--- src/rtl/calendar_date_counter.sv ---
// Calendar date stage fed by the hour counter's carry/borrow pulses.
// It tracks day, month, two-digit year (2000-2099) and day of week.
// A synchronous load port takes priority over stepping, and every loaded
// field is clamped into range. The counter also reports a century
// carry/borrow when the date wraps past YEAR_MAX or below year 0.
module calendar_date_counter #(
    parameter int YEAR_MAX      = 99,
    parameter int WEEKDAY_RESET = 6
) (
    input  logic       i_clk,
    input  logic       i_rstn,
    input  logic       i_up,
    input  logic       i_down,
    input  logic       i_load,
    input  logic [4:0] i_load_day,
    input  logic [3:0] i_load_month,
    input  logic [6:0] i_load_year,
    input  logic [2:0] i_load_weekday,
    output logic [4:0] o_day,
    output logic [3:0] o_month,
    output logic [6:0] o_year,
    output logic [2:0] o_weekday,
    output logic       o_carryup,
    output logic       o_borrowdown
);

    localparam logic [6:0] YEAR_MAX_C   = 7'(YEAR_MAX);
    localparam logic [2:0] WD_RESET_C   = 3'(WEEKDAY_RESET);

    // Days in a month. A year is a leap year when its two low bits are zero,
    // which holds for every year from 2000 to 2099.
    function automatic logic [4:0] month_max(input logic [3:0] month, input logic [6:0] year);
        logic [4:0] m;
        case (month)
            4'd4, 4'd6, 4'd9, 4'd11: m = 5'd30;
            4'd2: begin
                if (year[1:0] == 2'b00) m = 5'd29;
                else                    m = 5'd28;
            end
            default: m = 5'd31;
        endcase
        return m;
    endfunction

    logic [4:0] day_q,     day_d;
    logic [3:0] month_q,   month_d;
    logic [6:0] year_q,    year_d;
    logic [2:0] weekday_q, weekday_d;

    logic [4:0] cur_max_s;
    logic [3:0] prev_month_s;
    logic [4:0] prev_max_s;
    logic [3:0] ld_month_s;
    logic [6:0] ld_year_s;
    logic [4:0] ld_max_s;
    logic       step_up_s;
    logic       step_down_s;

    assign step_up_s    = i_up & ~i_down & ~i_load;
    assign step_down_s  = i_down & ~i_up & ~i_load;
    assign cur_max_s    = month_max(month_q, year_q);
    assign prev_month_s = month_q - 4'd1;
    assign prev_max_s   = month_max(prev_month_s, year_q);

    // Clamp the load month and year into range. The day is clamped
    // against the length of this clamped month.
    always_comb begin
        ld_month_s = i_load_month;
        if (i_load_month == 4'd0) begin
            ld_month_s = 4'd1;
        end else if (i_load_month > 4'd12) begin
            ld_month_s = 4'd12;
        end else begin
            ld_month_s = i_load_month;
        end
        if (i_load_year > YEAR_MAX_C) begin
            ld_year_s = YEAR_MAX_C;
        end else begin
            ld_year_s = i_load_year;
        end
        ld_max_s = month_max(ld_month_s, ld_year_s);
    end

    // Next-state selection: load wins; a single up or down steps; anything else holds.
    always_comb begin
        day_d     = day_q;
        month_d   = month_q;
        year_d    = year_q;
        weekday_d = weekday_q;
        if (i_load) begin
            month_d = ld_month_s;
            year_d  = ld_year_s;
            if (i_load_day == 5'd0) begin
                day_d = 5'd1;
            end else if (i_load_day > ld_max_s) begin
                day_d = ld_max_s;
            end else begin
                day_d = i_load_day;
            end
            if (i_load_weekday == 3'd7) begin
                weekday_d = 3'd0;
            end else begin
                weekday_d = i_load_weekday;
            end
        end else if (step_up_s) begin
            if (day_q < cur_max_s) begin
                day_d = day_q + 5'd1;
            end else begin
                day_d = 5'd1;
                if (month_q < 4'd12) begin
                    month_d = month_q + 4'd1;
                end else begin
                    month_d = 4'd1;
                    if (year_q >= YEAR_MAX_C) year_d = 7'd0;
                    else                      year_d = year_q + 7'd1;
                end
            end
            if (weekday_q >= 3'd6) weekday_d = 3'd0;
            else                   weekday_d = weekday_q + 3'd1;
        end else if (step_down_s) begin
            if (day_q > 5'd1) begin
                day_d = day_q - 5'd1;
            end else if (month_q > 4'd1) begin
                month_d = prev_month_s;
                day_d   = prev_max_s;
            end else begin
                month_d = 4'd12;
                day_d   = 5'd31;
                if (year_q == 7'd0) year_d = YEAR_MAX_C;
                else                year_d = year_q - 7'd1;
            end
            if (weekday_q == 3'd0) weekday_d = 3'd6;
            else                   weekday_d = weekday_q - 3'd1;
        end else begin
            day_d     = day_q;
            month_d   = month_q;
            year_d    = year_q;
            weekday_d = weekday_q;
        end
    end

    // Date registers; asynchronous reset to 2000-01-01.
    always_ff @(posedge i_clk or negedge i_rstn) begin
        if (!i_rstn) begin
            day_q     <= 5'd1;
            month_q   <= 4'd1;
            year_q    <= 7'd0;
            weekday_q <= WD_RESET_C;
        end else begin
            day_q     <= day_d;
            month_q   <= month_d;
            year_q    <= year_d;
            weekday_q <= weekday_d;
        end
    end

    assign o_day     = day_q;
    assign o_month   = month_q;
    assign o_year    = year_q;
    assign o_weekday = weekday_q;

    // The century flags are valid in the same cycle as the step that wraps.
    assign o_carryup    = step_up_s & (day_q == 5'd31) & (month_q == 4'd12) & (year_q == YEAR_MAX_C);
    assign o_borrowdown = step_down_s & (day_q == 5'd1) & (month_q == 4'd1) & (year_q == 7'd0);

endmodule

--- config.mk ---
export PLATFORM = sky130hd
export DESIGN_NAME = calendar_date_counter
export DESIGN_NICKNAME = d
export VERILOG_FILES = /design/src/rtl/calendar_date_counter.sv
export SDC_FILE = /design/constraint.sdc
export NUM_CORES = 1
export LEC_CHECK = 0
export BUFFER_PORTS_ARGS = -buffer_cell sky130_fd_sc_hd__buf_2
export CORE_UTILIZATION = 45
export CTS_BUF_LIST = sky130_fd_sc_hd__clkbuf_8
export CTS_CLUSTER_DIAMETER = 30
export DETAILED_ROUTE_END_ITERATION = 12
export PLACE_DENSITY = 0.75
export SLEW_MARGIN = 20
export SYNTH_ARGS = -nofsm -noshare
export SYNTH_HDL_FRONTEND = slang
export SYNTH_SLANG_ARGS = --single-unit
--- constraint.sdc ---
create_clock -name i_clk -period 5.5 [get_ports i_clk]
set_input_delay 0.55 -clock i_clk [delete_from_list [all_inputs] [get_ports i_clk]]
set_output_delay 0.55 -clock i_clk [all_outputs]
set_load 0.02 [all_outputs]
==> results.py <==
metrics = {
    "synthesis": {
        "syn-instance-count": 296,
        "yosysSeqAreaShare_pct": 21.63,
        "yosys.area.top_type": "dfrtp_1",
        "ys_warn_count": 0,
        "synth_seq_cells": 19,
        "synth_area_leaders": "dfrtp_1, ha_1, a21oi_1, dfstp_2, nand2_1",
        "syn_nets": 338,
        "synthArstFlopShare_pct": 100.0,
        "synth_area_per_cell_sq_um": 7.503,
        "synth_cell_types": 60,
        "yosysTopAreaCellShare_pct": 16.90,
        "synth-edff-count": 0,
        "synth_common_cells": "nand2_1, a21oi_1, nor2_1",
        "yosys_most_used_dff": "dfrtp_1",
        "netlist_area_sq_um": 2221,
        "synth_most_common_cell": "nand2_1",
    },
    "pwr": {
        "switching_share_pct": 51.79,
        "power.switching_w": 0.0005220,
        "seqPwrFrac_pct": 31.3,
        "p_leak_nw": 1.094,
        "power.density_nw_per_um2": 402.8,
        "internal_power_w": 0.0004860,
        "peakVddDrop_uv": 233.5,
        "power_frac_comb_pct": 58.9,
        "clkPwrFrac_pct": 9.9,
    },
    "global_route": {
        "grt_pass1_wl_microns": 9936,
        "antenna_found_initial": 0,
        "grt_usage_pct": 24.01,
        "grt_max_degree": 42,
        "first_global_vias": 2106,
        "grt_overflow": 0,
    },
    "setup_path": {
        "crit_path_frequent_cell": "ha_1",
        "cp_max_fo": 13,
        "crit_path_max_incr_delay_ps": 810,
        "cp_slowest_cell": "a21oi_1",
        "crit_arrival_ps": 3250,
        "worstSetupEndpointType": "flip-flop",
        "worst-r2r-setup-slack_ps": 2400,
        "path_delay_family": "compound AO/OA/AOI/OAI gates",
        "worstPathRequired_ps": 5650,
        "cp_cell_sequence": "inv_1 -> ha_1 -> nor3b_1 -> ha_1 -> a211o_1 -> a21oi_1 -> nor2_2 -> mux2_2",
        "path_class": "flip-flop to flip-flop",
        "critPathBufInv": 1,
        "worstSetupStartpointType": "flip-flop",
    },
    "timing": {
        "max_slew_margin_pct": 29.51,
        "fin_tns_setup_ps": 0,
        "min_period_over_period_pct": 56.42,
        "finalHoldViolations": 0,
        "worst_pin_slew_ps": 1057,
        "rsz0062_at_grt": "false",
        "slew_viol_final": 0,
        "finalClockSkew_ps": 1.747,
        "setup_viol": 0,
        "finalCriticalPeriod_ps": 3103,
        "maxClockFrequency_ghz": 0.3223,
    },
    "route": {
        "wl_met2_microns": 2889,
        "wirelength_microns": 6126,
        "ant_nets": 0,
        "met1_length_microns": 2660,
        "wire_per_inst_microns": 15.51,
        "drc": 0,
        "num_vias": 2432,
        "drt_iter0_markers": 204,
        "wl_met3_microns": 510,
        "top_layer": "met4",
        "firstDrtPassIters": 5,
        "routed_via_density": 6.157,
    },
    "place": {
        "portBuffers": 44,
        "place.gp.congestion": 1.013,
        "dp_hpwl_microns": 4469,
        "dp.cells": 391,
    },
    "cts": {
        "cts_max_path_buffers": 2,
        "cts_htree_levels": 1,
        "cts-resized-gates": 0,
        "cts_sinks": 19,
        "cts_hold_buffers": 0,
        "insertion_delay_ps": 260,
        "numCtsBuffers": 3,
        "postCtsSetupRepairBufs": 0,
        "cts-root-buf": "clkbuf_8",
        "clk_pin_slew_worst_paths_ps": 70,
        "cts_tree": "built",
    },
    "floorplan": {
        "ios": 45,
        "rows": 25,
        "core-area_sq_um": 4723,
        "start_util_pct": 47.02,
        "die-area_sq_um": 5220,
        "die_x_microns": 72.25,
        "fp.dieH_microns": 72.25,
    },
    "status": {
        "outcome": "complete, no violations",
    },
    "cells_and_area": {
        "diodes": 0,
        "drive_above_1_share_pct": 20.43,
        "final_nets": 371,
        "area_growth_pct": 12.68,
        "final_cells": 395,
    },
    "min_path": {
        "min_path_type": "primary input to asynchronous set/reset pin",
    },
    "flow_run": {
        "cap_violations": 0,
    },
}
cells in the final DEF, fill, tap and decap left out, drive strengths merged, types with 4 or more instances in the layout:
cell type  instances
nor2              26
a211oi             4
nor4               4
nand2b             4
a21oi             26
nor2b              7
nand2             28
buf               45
and3               4
ha                18
nor3              11
a31oi              5
inv               17
o21ai             20
nand3             13
o31ai              7
dfrtp             15
mux2               7
dfstp              4
through the flow:
step                      hold WS, ps  setup slack (ps)  total power [W]  instance area [sq um]  utilization, %
after detailed placement        527.7              2453        0.0009006                   2457           52.03
after global placement          523.1              2484        0.0008899                   2457           52.03
after floorplan                 254.4              2849        0.0007446                   2221               -
after CTS                       243.3              2433         0.001003                   2502           52.98
after global routing            266.9              2250         0.001092                   2502           52.98
final                           234.7              2397         0.001008                   2502           52.98
logic make-up (layout without fill, tap and decap cells):
| family | count (synthesis) | count (layout) | synth area share (%) |
|---|---|---|---|
| AOI/OAI and AO/OA | 99 | 99 | 29.92 |
| xor gates and xnor gates | 3 | 3 | 1.183 |
| adders and majority gates | 18 | 18 | 10.14 |
| buffers and inverters | 33 | 65 | 6.084 |
| DFF | 19 | 19 | 21.63 |
| muxes | 10 | 10 | 4.902 |
| and+or+nand+nor | 114 | 114 | 26.14 |
path summary, 6_finish.rpt:
path	start	endpoint	depth (start not counted)
worst min-delay path	i_rstn	o_day[2]$_DFFE_PN0P_	1
max in group asynchronous	i_rstn	o_month[0]$_DFFE_PN1P_	1
worst max-delay path	o_month[0]$_DFFE_PN1P_	o_year[1]$_DFFE_PN0P_	8
worst min register to register	o_weekday[2]$_DFFE_PN1P_	o_weekday[2]$_DFFE_PN1P_	2
worst max register to register	o_month[0]$_DFFE_PN1P_	o_year[1]$_DFFE_PN0P_	8
min in group i_clk	o_weekday[2]$_DFFE_PN1P_	o_weekday[2]$_DFFE_PN1P_	2
power groups by stage:
stage,Combinational (W),Clock [W],Sequential [W]
6_report,0.000593,0.0000996,0.000315
3_5_place_dp,0.000587,0,0.000314
2_1_floorplan,0.000421,0,0.000323
4_1_cts,0.000589,0.000102,0.000312
5_1_grt,0.000656,0.000106,0.000330
3_3_place_gp,0.000577,0,0.000312
flip-flops by register name, summed over array words and instances, names as in the netlist:
| name | cells |
|---|---|
| o_weekday | 3 |
| o_month | 4 |
| o_day | 5 |
| o_year | 7 |
metal layers:
metal	up-vias	GRT usage [%]
li1	1178	-
met1	1113	32.24
met2	134	40.29
met3	7	4.583
met4	0	4.793
met5	-	0
worst reg2reg max path, cell delays in order, from the launching register on:
cell     delay [ps]
dfstp_2         630
inv_1           110
ha_1            240
nor3b_1         150
ha_1            210
a211o_1         250
a21oi_1         810
nor2_2          250
mux2_2          340
final cells by class:
| cell class | count | area (sq um) |
|---|---|---|
| well taps | 67 | 83.83 |
| repair buffers | 45 | 227.7 |
| fillers | 468 | 2221 |
| multi-input cells | 244 | 1605 |
| flip-flops and latches | 19 | 480.5 |
| clock buffers | 3 | 41.29 |
| inverters | 16 | 60.06 |
| clock inverters | 1 | 3.754 |
No activity file was read; power rests on OpenSTA's default activity.
